**src/rtl/text_console_ctrl.sv**
```systemverilog
// text_console_ctrl
//   Turns a stream of character/control commands into single-cell writes on the
//   character-cell display buffer. It keeps a text cursor and performs row
//   clears and full-screen clears.
//
// Ports
//   clk, rst            : clock, synchronous active-high reset
//   in_valid/in_ready   : command handshake (accept = in_valid & in_ready)
//   in_cmd              : 0 PRINT, 1 NEWLINE, 2 BACKSPACE, 3 CLEAR
//   in_data             : character code for PRINT
//   w_h_addr/w_v_addr   : registered buffer column/row address
//   w_data, w_en        : registered buffer write data and strobe
//   cur_x, cur_y        : cursor position
//   busy                : high while a row clear or screen clear is running
module text_console_ctrl #(
  parameter int         COLS  = 80,
  parameter int         ROWS  = 60,
  parameter logic [5:0] BLANK = 6'd0
) (
  input  logic       clk,
  input  logic       rst,
  input  logic       in_valid,
  input  logic [1:0] in_cmd,
  input  logic [5:0] in_data,
  output logic       in_ready,
  output logic [7:0] w_h_addr,
  output logic [7:0] w_v_addr,
  output logic [5:0] w_data,
  output logic       w_en,
  output logic [7:0] cur_x,
  output logic [7:0] cur_y,
  output logic       busy
);

  localparam logic [7:0] COLS_M1 = 8'(COLS - 1);
  localparam logic [7:0] ROWS_M1 = 8'(ROWS - 1);

  localparam logic [1:0] CMD_PRINT     = 2'd0;
  localparam logic [1:0] CMD_NEWLINE   = 2'd1;
  localparam logic [1:0] CMD_BACKSPACE = 2'd2;
  localparam logic [1:0] CMD_CLEAR     = 2'd3;

  typedef enum logic [1:0] {
    ST_CLEAR  = 2'd0,
    ST_ROWCLR = 2'd1,
    ST_IDLE   = 2'd2
  } state_t;

  state_t     state_reg, state_next;
  logic [7:0] sx_reg, sx_next;      // sweep column (screen clear and row clear)
  logic [7:0] sy_reg, sy_next;      // sweep row (screen clear only)
  logic [7:0] cx_reg, cx_next;
  logic [7:0] cy_reg, cy_next;
  logic [7:0] wh_reg, wh_next;
  logic [7:0] wv_reg, wv_next;
  logic [5:0] wd_reg, wd_next;
  logic       wen_reg, wen_next;

  logic       accept;
  logic       sweep_row_end;
  logic       sweep_last;
  logic       cur_row_end;
  logic [7:0] cy_inc;

  assign accept        = in_valid && (state_reg == ST_IDLE);
  assign sweep_row_end = (sx_reg == COLS_M1);
  assign sweep_last    = sweep_row_end && (sy_reg == ROWS_M1);
  assign cur_row_end   = (cx_reg == COLS_M1);
  // Next row with explicit wrap; the bottom row is followed by row 0.
  assign cy_inc        = (cy_reg == ROWS_M1) ? 8'd0 : cy_reg + 8'd1;

  // State and datapath register
  always_ff @(posedge clk) begin
    if (rst) begin
      state_reg <= ST_CLEAR;
      sx_reg    <= 8'd0;
      sy_reg    <= 8'd0;
      cx_reg    <= 8'd0;
      cy_reg    <= 8'd0;
      wh_reg    <= 8'd0;
      wv_reg    <= 8'd0;
      wd_reg    <= 6'd0;
      wen_reg   <= 1'b0;
    end else begin
      state_reg <= state_next;
      sx_reg    <= sx_next;
      sy_reg    <= sy_next;
      cx_reg    <= cx_next;
      cy_reg    <= cy_next;
      wh_reg    <= wh_next;
      wv_reg    <= wv_next;
      wd_reg    <= wd_next;
      wen_reg   <= wen_next;
    end
  end

  // Next-state logic. Leaving a clear happens on the same edge that registers
  // its final write, so in_ready is already high during that write.
  always_comb begin
    state_next = state_reg;
    case (state_reg)
      ST_CLEAR:  if (sweep_last)    state_next = ST_IDLE;
      ST_ROWCLR: if (sweep_row_end) state_next = ST_IDLE;
      ST_IDLE: begin
        if (accept) begin
          case (in_cmd)
            CMD_PRINT:   if (cur_row_end) state_next = ST_ROWCLR;
            CMD_NEWLINE: state_next = ST_ROWCLR;
            CMD_CLEAR:   state_next = ST_CLEAR;
            default:     state_next = ST_IDLE;
          endcase
        end
      end
      default: state_next = ST_CLEAR;
    endcase
  end

  // Write-port and cursor next values
  always_comb begin
    sx_next  = sx_reg;
    sy_next  = sy_reg;
    cx_next  = cx_reg;
    cy_next  = cy_reg;
    wh_next  = wh_reg;
    wv_next  = wv_reg;
    wd_next  = wd_reg;
    wen_next = 1'b0;
    case (state_reg)
      ST_CLEAR: begin
        wen_next = 1'b1;
        wh_next  = sx_reg;
        wv_next  = sy_reg;
        wd_next  = BLANK;
        if (sweep_row_end) begin
          sx_next = 8'd0;
          sy_next = (sy_reg == ROWS_M1) ? 8'd0 : sy_reg + 8'd1;
        end else begin
          sx_next = sx_reg + 8'd1;
        end
      end
      ST_ROWCLR: begin
        wen_next = 1'b1;
        wh_next  = sx_reg;
        wv_next  = cy_reg;
        wd_next  = BLANK;
        sx_next  = sweep_row_end ? 8'd0 : sx_reg + 8'd1;
      end
      ST_IDLE: begin
        if (accept) begin
          case (in_cmd)
            CMD_PRINT: begin
              wen_next = 1'b1;
              wh_next  = cx_reg;
              wv_next  = cy_reg;
              wd_next  = in_data;
              if (cur_row_end) begin
                cx_next = 8'd0;
                cy_next = cy_inc;
                sx_next = 8'd0;
              end else begin
                cx_next = cx_reg + 8'd1;
              end
            end
            CMD_NEWLINE: begin
              cx_next = 8'd0;
              cy_next = cy_inc;
              sx_next = 8'd0;
            end
            CMD_BACKSPACE: begin
              if (cx_reg != 8'd0) begin
                cx_next  = cx_reg - 8'd1;
                wen_next = 1'b1;
                wh_next  = cx_reg - 8'd1;
                wv_next  = cy_reg;
                wd_next  = BLANK;
              end else if (cy_reg != 8'd0) begin
                cx_next  = COLS_M1;
                cy_next  = cy_reg - 8'd1;
                wen_next = 1'b1;
                wh_next  = COLS_M1;
                wv_next  = cy_reg - 8'd1;
                wd_next  = BLANK;
              end
            end
            default: begin // CMD_CLEAR: cursor homes, sweep restarts
              cx_next = 8'd0;
              cy_next = 8'd0;
              sx_next = 8'd0;
              sy_next = 8'd0;
            end
          endcase
        end
      end
      default: ;
    endcase
  end

  assign in_ready = (state_reg == ST_IDLE);
  assign busy     = (state_reg != ST_IDLE);
  assign w_h_addr = wh_reg;
  assign w_v_addr = wv_reg;
  assign w_data   = wd_reg;
  assign w_en     = wen_reg;
  assign cur_x    = cx_reg;
  assign cur_y    = cy_reg;

endmodule

```
**config.mk**
```make
export PLATFORM = sky130hd
export DESIGN_NAME = text_console_ctrl
export DESIGN_NICKNAME = d
export VERILOG_FILES = /design/src/rtl/text_console_ctrl.sv
export SDC_FILE = /design/constraint.sdc
export NUM_CORES = 1
export LEC_CHECK = 0
export ABC_CLOCK_PERIOD_IN_PS = 2650
export BUFFER_PORTS_ARGS = -buffer_cell sky130_fd_sc_hd__buf_4
export CAP_MARGIN = 40
export CORE_MARGIN = 5
export CORE_UTILIZATION = 55
export DETAILED_ROUTE_END_ITERATION = 8
export PLACE_DENSITY = 0.76
export SYNTH_ARGS = -nofsm -noshare
export SYNTH_HDL_FRONTEND = slang
export SYNTH_SLANG_ARGS = --single-unit
```
**constraint.sdc**
```tcl
create_clock -name clk -period 2.65 [get_ports clk]
set_clock_uncertainty 0.15 [all_clocks]
set_input_delay 0 -clock clk [delete_from_list [all_inputs] [get_ports clk]]
set_output_delay 0 -clock clk [all_outputs]
set_load 0.05 [all_outputs]
```
# Word level (Yosys, flattened, before mapping)
# Index checks and enable logic that the tools add are counted.
dict set report totals {
  regBits 57
  inputBits 11
  out_inout_bits 41
  word_cells 98
}
dict set report classes {
  muxes 42
  reduce_logical 18
  eq_ne 23
  addsub 6
}
# operator count
set op_table {}
lappend op_table {{8-bit 2-to-1 mux} 17}
lappend op_table {{8-bit case mux with 2 select lines} 7}
lappend op_table {{8-bit case mux with 3 select lines} 2}
lappend op_table {{8-bit by 1-bit adder with 8-bit output (second input constant)} 4}
lappend op_table {{6-bit case mux with 2 select lines} 2}
lappend op_table {{4-bit AND reduction} 5}
lappend op_table {{6-bit 2-to-1 mux} 3}
lappend op_table {{2-bit inequality test (second input constant)} 9}
lappend op_table {{8-bit by 6-bit equality test with 1-bit output (second input constant)} 2}
lappend op_table {{8-bit by 7-bit equality test with 1-bit output (second input constant)} 2}
lappend op_table {{8-bit nonzero test} 2}
lappend op_table {{8-bit by 1-bit subtractor with 8-bit output (second input constant)} 2}
lappend op_table {{2-bit case mux with 3 select lines} 2}
lappend op_table {{2-bit 2-to-1 mux} 4}
lappend op_table {{2-bit equality test (second input constant)} 3}
lappend op_table {{3-bit inequality test (second input constant)} 2}
lappend op_table {{5-bit AND reduction} 1}
lappend op_table {{2-bit by 1-bit equality test with 1-bit output (second input constant)} 2}
lappend op_table {{2-bit zero test} 2}
lappend op_table {{4-bit inequality test (second input constant)} 1}
lappend op_table {{1-bit case mux with 2 select lines} 2}
lappend op_table {{2-bit nonzero test} 2}
lappend op_table {{1-bit 2-to-1 mux} 3}
lappend op_table {{3-bit by 1-bit inequality test with 1-bit output (second input constant)} 1}
lappend op_table {{6 further kinds} 7}

# Longest topological paths before layout
# Gate-level depths: netlist (run 1).
dict set report depth {
  depth_word 6
  mapped_depth 9
  ltp_nobuf 7
}

# Worst setup path before layout (run 1)
# No wires, ideal clock.
dict set report synth_path {
  kind {flip-flop to flip-flop}
  from {reg state_reg[0]}
  to {reg sx_reg[5]}
  path_buffers 2
  setup_ns 0.070
  period_less_slack_ns 2.772
  required_time_ns 2.430
  stages_incl_launch_ff 10
  arrival_time_ns 2.552
  slack_ns -0.122
  path_cell_list {dfxtp_1 > inv_1 > ha_1 > clkbuf_1 > clkinv_1 > mux2i_1 > or2_1 > buf_2 > or4_1 > a21oi_1}
}
dict set report synth_between {
  elab_chain_len 4
  elab_cells_between_ends 11
  classes_between {eq/ne: 5; mux: 1; reduce/logical: 5}
}
# item line
set synth_rtl {}
lappend synth_rtl {{from (decl)} 49} ;# state_t state_reg, state_next;
lappend synth_rtl {{from (signal assigned)} 85} ;# state_reg <= state_next;
lappend synth_rtl {{2-bit equality test (*)} --}
lappend synth_rtl {{net in_ready} 25} ;# output logic in_ready,
lappend synth_rtl {{1-bit logical AND} 65} ;# assign accept = in_valid && (state_reg == ST_IDLE);
lappend synth_rtl {{2-bit by 1-bit inequality test with 1-bit output (no source line)} --}
lappend synth_rtl {{4-bit AND reduction (no source line)} --}
lappend synth_rtl {{to (signal assigned)} 86} ;# sx_reg <= sx_next;
lappend synth_rtl {{to (decl)} 50} ;# logic [7:0] sx_reg, sx_next;
# The timed path passes the listed nets; every way through them passes the cells marked *.
# A chain may end at the register's enable or synchronous reset.

# Worst setup path after layout (run 1)
dict set report layout_path {
  from {reg cy_reg[1] (netlist: cur_y[1])}
  to {reg cy_reg[7] (netlist: cur_y[7])}
}
dict set report layout_between {
  elab_chain_len 4
  elab_cells_between_ends 11
  classes_between {add/sub: 2; eq/ne: 2; mux: 5; reduce/logical: 2}
}
# item line
set layout_rtl {}
lappend layout_rtl {{from (decl)} 53} ;# logic [7:0] cy_reg, cy_next;
lappend layout_rtl {{from (signal assigned)} 89} ;# cy_reg <= cy_next;
lappend layout_rtl {{8-bit by 1-bit subtractor with 8-bit output (tied with other cells)} 178} ;# cy_next = cy_reg - 8'd1;
lappend layout_rtl {{8-bit 2-to-1 mux, on equally long branches} {176, 70}}
lappend layout_rtl {{8-bit 2-to-1 mux, on equally long branches} {170, 156}}
lappend layout_rtl {{8-bit case mux with 3 select lines} 150} ;# case (in_cmd)
# Parallel ways exist; a longest one is shown, timed or not. The select of a mux whose other input is x is not followed.

==> results of run 1 <==
## how the worst max path moves through the flow
stage,slack [ps],cells past startpoint,to,from
after CTS,120,7,cur_y[7],cur_x[0]
after global routing,20,8,sx_reg[5],state_reg[0]
after global placement,250,7,cur_y[7],cur_x[0]
final,160,7,cur_y[7],cur_y[1]
after detailed placement,140,7,cur_y[7],cur_x[0]
after floorplan,20,9,sx_reg[5],state_reg[0]
## report_power, final
group / total [W] / switching, W / internal, W
sequential: 0.000872 / 0.00000849 / 0.000863
clock: 0.00102 / 0.000369 / 0.000649
combinational: 0.000138 / 0.0000832 / 0.0000548
total: 0.00203 / 0.000460 / 0.00157
## cells by family (layout without fill, tap and decap cells)
group                    count (synthesis)  in the layout
XOR/XNOR                                16             16
AND/OR/NAND/NOR                        176            176
adder cells (fa/ha/maj)                 12             12
flip-flops                              57             57
multiplexers                            10             10
buffers and inverters                   50            122
AO/OA/AOI/OAI                          145            145
## cells in the final DEF, fill, tap and decap left out, drive strengths merged, types with 4 or more instances in the layout
cell / Yosys / layout
buf: 8 / 80
dfxtp: 57 / 57
nor2: 47 / 47
a21oi: 40 / 40
nand2: 28 / 28
nand3: 18 / 18
inv: 15 / 15
o21ai: 15 / 15
xnor2: 13 / 13
a211oi: 13 / 13
nor3: 12 / 12
ha: 12 / 12
clkbuf: 26 / 11
mux2i: 10 / 10
dlygate4sd3: 0 / 10
a31oi: 9 / 9
and3: 9 / 9
or4: 9 / 9
nand4: 7 / 7
nor4: 7 / 7
nor2b: 6 / 6
a211o: 6 / 6
o211ai: 6 / 6
nand2b: 5 / 5
o21a: 5 / 5
nand3b: 5 / 5
or3b: 4 / 4
o221ai: 4 / 4
o41ai: 4 / 4
o22ai: 4 / 4
a22o: 4 / 4
nor3b: 4 / 4
or2: 4 / 4
## per-layer routing
metal  vias up  share of wire
li1       1880              -
met4         0          0.025
met3        34          0.083
met5         -              0
met1      1851           0.42
met2       208           0.48
## final cells by class
cell class / count / area, um2
inverters: 16 / 60.1
repair buffers: 90 / 701
well taps: 80 / 100
clock buffers: 11 / 141
fillers: 541 / 2040
multi-input cells: 359 / 2400
clock inverters: 5 / 103
flip-flops and latches: 57 / 1140
## critical path, cell delays in order, from the launching register on
cell and delay (ps):
dfxtp_1 440, inv_1 130, ha_1 190, nor4bb_1 140, and3_1 260, or4_1 700
a221oi_2 270, a211oi_2 70
## timing repair
action	4_1_cts	5_1_grt
setup endpoints to repair	0	9
resized for setup	0	2
hold endpoints to repair	22	0
hold buffers	10	0
## stage by stage
step	hold slack [ps]	area, um2
global route	340	4650
floorplan	132	3730
finish	311	4650
global placement	219	4290
CTS	314	4630
detailed placement	225	4290
==> flow_metrics.tcl, run 1 <==
set metrics [dict create \
    setup_slack_ps 160 \
    rsz0062_at_grt "no" \
    grt_use_met3 0.0763 \
    end_kind "register" \
    synth_cell_types 67 \
    ios 52 \
    die_x_um 92.3 \
    grt_overflow_total 0 \
    grt_use_met2 0.403 \
    antenna_cells 0 \
    synth_top_family_by_area "compound AO/OA/AOI/OAI gates" \
    async_flop_share 0 \
    wire_per_inst_um 17.6 \
    cts_buffers 9 \
    drv_slew 0 \
    avgSynthCellArea_um2 7.99 \
    synth_area_um2 3720 \
    static-leakage-power_nw 1.81 \
    crit_path_start_kind "register" \
    root_buffer "clkbuf_8" \
    muxShareOfSynthArea 0.0269 \
    rrSetupSlack_ps 160 \
    cp_max_fo 9 \
    area.growth.synth_to_final_pct 24.8 \
    vdd_drop_max_mv 0.289 \
    cts_max_path_buffers 2 \
    synth_top_flop_cell "dfxtp_1" \
    final.period_utilization 0.940 \
    yosysTopAreaCellShare 0.307 \
    drive_above_1_share 0.212 \
    clkSinkCount 57 \
    r2r-start "cur_y[1]" \
    viasPerCell 6.43 \
    hold_depth 2 \
    core_area_um2 6680 \
    status "completed" \
    min_period_ps 2490 \
    drt-initial-drc-count 396 \
    synthTopCellsByArea "dfxtp_1, a21oi_1, nor2_1, ha_1, xnor2_1" \
    powerDensity_nw_per_um2 436 \
    cts_setup_buffers 0 \
    first_global_vias 3675 \
    fin_total_pwr_w 0.00203 \
    grt_use_met1 0.345 \
    yosys.area.top_type "dfxtp_1" \
    tns_ps 0 \
    yosys.area_share.simple 0.261 \
    port_buffers 51 \
    worstMarginPinSlew_ps 656 \
    holdPathEnd "w_h_addr[2]" \
    critPathRequiredTime_ps 2710 \
    dpl_worst_slack_ps 137 \
    fin_cells 618 \
    cts_tree "done" \
    hold_viol 0 \
    clkSlewWorstSetupHoldPaths_ps 70 \
    hpwl_mm 7.56 \
    synth_compound_area_frac 0.274 \
    worstSkewPairLatency_ps 350 \
    r2r_end "cur_y[7]" \
    yosysWarnings 0 \
    yosys-top-cells-count "dfxtp_1, nor2_1, a21oi_1" \
    place_inst 592 \
    reg2regPathDepth 7 \
    dieArea_um2 8510 \
    wirelength_mm 10.9 \
    cts.htree.levels 3 \
    maxSlewHeadroom 0.561 \
    layout.nets 556 \
    synth_edf_count 0 \
    arrival_ps 2550 \
    busiest_layer "met2" \
    setup_viol 0 \
    drc 0 \
    track_usage 0.262 \
    start_util 0.557 \
    antenna_found_initial 0 \
    grt_pass1_wl_mm 18.2 \
    synthCells 466 \
    synth-xor-area-share 0.0376 \
    die_h_um 92.3 \
    utilization 0.695 \
    hold_path_class "register to register" \
    num_vias 3973 \
    synth_most_common_cell "dfxtp_1" \
    grt_max_degree 48 \
    synth_nets 489 \
    gp_congestion 0.945 \
    yosysSeqAreaShare 0.307 \
    critPathKind "register to register" \
    synthAdderAreaFrac 0.0403 \
    rows 30 \
    drv_cap 0 \
    ys_seq_elements 57 \
    drtAntennaViolNets 0 \
    max_freq_ghz 0.402 \
    hold_start "w_h_addr[2]" \
    firstDrtPassIters 5 \
]
Note: power is estimated with default switching activity, not from simulation.
==> inputs of run 2 (changes only) <==
PLACE_DENSITY = default   (was 0.76)
PLACE_DENSITY_LB_ADDON = 0.05   (was default)
SLEW_MARGIN = 20   (was default)
==> run 2 against run 1 <==
  * First-iteration DRC count is 36% lower
  * Sequential share of layout area hardly changed
  * Clock power is 6% lower
  * Core utilization hardly changed
  * Critical path type unchanged
==> flow_metrics.tcl, run 2 (synthesis results as in run 1) <==
set metrics [dict create \
    status "completed" \
    rsz0062_at_grt "no" \
    maxSlewHeadroom 0.592 \
    critPathKind "register to register" \
    hold_start "w_h_addr[5]" \
    root_buffer "clkbuf_8" \
    drc 0 \
    postLayoutCellArea_um2 4640 \
    dieArea_um2 8510 \
    clkSinkCount 57 \
    cts_buffers 9 \
    area.growth.synth_to_final_pct 24.8 \
    final_cell_mix "buf_4, dfxtp_1, nor2_1, a21oi_1, nand2_1" \
    powerDensity_nw_per_um2 423 \
    clkSlewWorstSetupHoldPaths_ps 70 \
    drv_slew 0 \
    drtAntennaViolNets 0 \
    tns_ps 0 \
    rows 30 \
    first_global_vias 3699 \
    grt_pass1_wl_mm 18.3 \
    die_x_um 92.3 \
    hold_viol 0 \
    place_inst 592 \
    core_area_um2 6680 \
    crit_path_start_kind "register" \
    min_period_ps 2450 \
    drv_cap 0 \
    layout.nets 556 \
    wire_per_inst_um 17.9 \
    rrSetupSlack_ps 200 \
    utilization 0.695 \
    r2r-start "cur_x[1]" \
    cts.htree.levels 3 \
    cp_max_fo 9 \
    ios 52 \
    hold_depth 2 \
    num_vias 3949 \
    max_freq_ghz 0.408 \
    worstMarginPinSlew_ps 612 \
    fin_cells 618 \
    drive_above_1_share 0.217 \
    setup_viol 0 \
    vdd_drop_max_mv 0.388 \
    critPathRequiredTime_ps 2710 \
    static-leakage-power_nw 1.79 \
    start_util 0.557 \
    antenna_cells 0 \
    port_buffers 51 \
    viasPerCell 6.39 \
    reg2regPathDepth 8 \
    critPathLaunch "cur_x[1]" \
    hpwl_mm 7.56 \
    gp_congestion 0.911 \
    cts_max_path_buffers 2 \
    drt-initial-drc-count 254 \
    hold_path_class "register to register" \
    cts_tree "done" \
    cts_setup_buffers 0 \
    grt_max_degree 48 \
    post_dp_cell_area_um2 4300 \
    track_usage 0.265 \
    firstDrtPassIters 5 \
    arrival_ps 2510 \
    die_h_um 92.3 \
    grt_overflow_total 0 \
    worstSkewPairLatency_ps 340 \
    end_kind "register" \
    antenna_found_initial 0 \
    final_common_cell "buf_4" \
    final.period_utilization 0.925 \
    wirelength_mm 11.1 \
]
[run 2: final cells by class]
cell class	count	area (um2)
multi-input cells	359	2400
fillers	585	2040
flip-flops and latches	57	1140
repair buffers	90	713
clock buffers	10	138
well taps	80	100
clock inverters	6	90.1
inverters	16	60.1
[run 2: power by group]
group	switching [W]	leakage [nW]	internal [W]
sequential	0.00000683	0.461	0.000863
clock	0.000398	0.113	0.000558
combinational	0.0000852	1.22	0.0000533
total	0.000490	1.79	0.00147
[run 2: worst max-delay path: stages, from the launching register on]
cell and delay, ps:
dfxtp_1 390, inv_1 110, ha_1 220, or3b_2 510, o41ai_1 400, buf_4 190, mux2i_1 90, mux2i_1 170
a211oi_1 90
[run 2: worst paths after layout]
| path | endpoint |
|---|---|
| worst min register to register | w_h_addr[5] |
| worst max-delay path | w_v_addr[0] |
| worst min-delay path | w_h_addr[5] |
| worst max register to register | w_v_addr[0] |
[run 2: metrics by stage]
step | hold WS [ps] | setup WS [ps] | power (W)
floorplan | 132 | 15.4 | 0.000969
global placement | 217 | 291 | 0.00101
detailed placement | 231 | 210 | 0.00101
global route | 341 | 10.5 | 0.00203
finish | 305 | 199 | 0.00196
CTS | 304 | 170 | 0.00197
[run 2: repair_timing]
action,4_1_cts,5_1_grt
endpoints found under the hold margin,23,0
setup endpoints to repair,0,9
hold buffers,10,0
gates resized for setup,0,3
[run 2: per-layer routing]
metal | GRT usage | part of all wire | wire length [um] | up-vias
met3 | 0.0500 | 0.062 | 682 | 28
li1 | - | - | - | 1885
met4 | 0.0990 | 0.021 | 236 | 0
met1 | 0.339 | 0.43 | 4760 | 1872
met2 | 0.443 | 0.49 | 5390 | 164
met5 | 0 | 0 | 0 | -
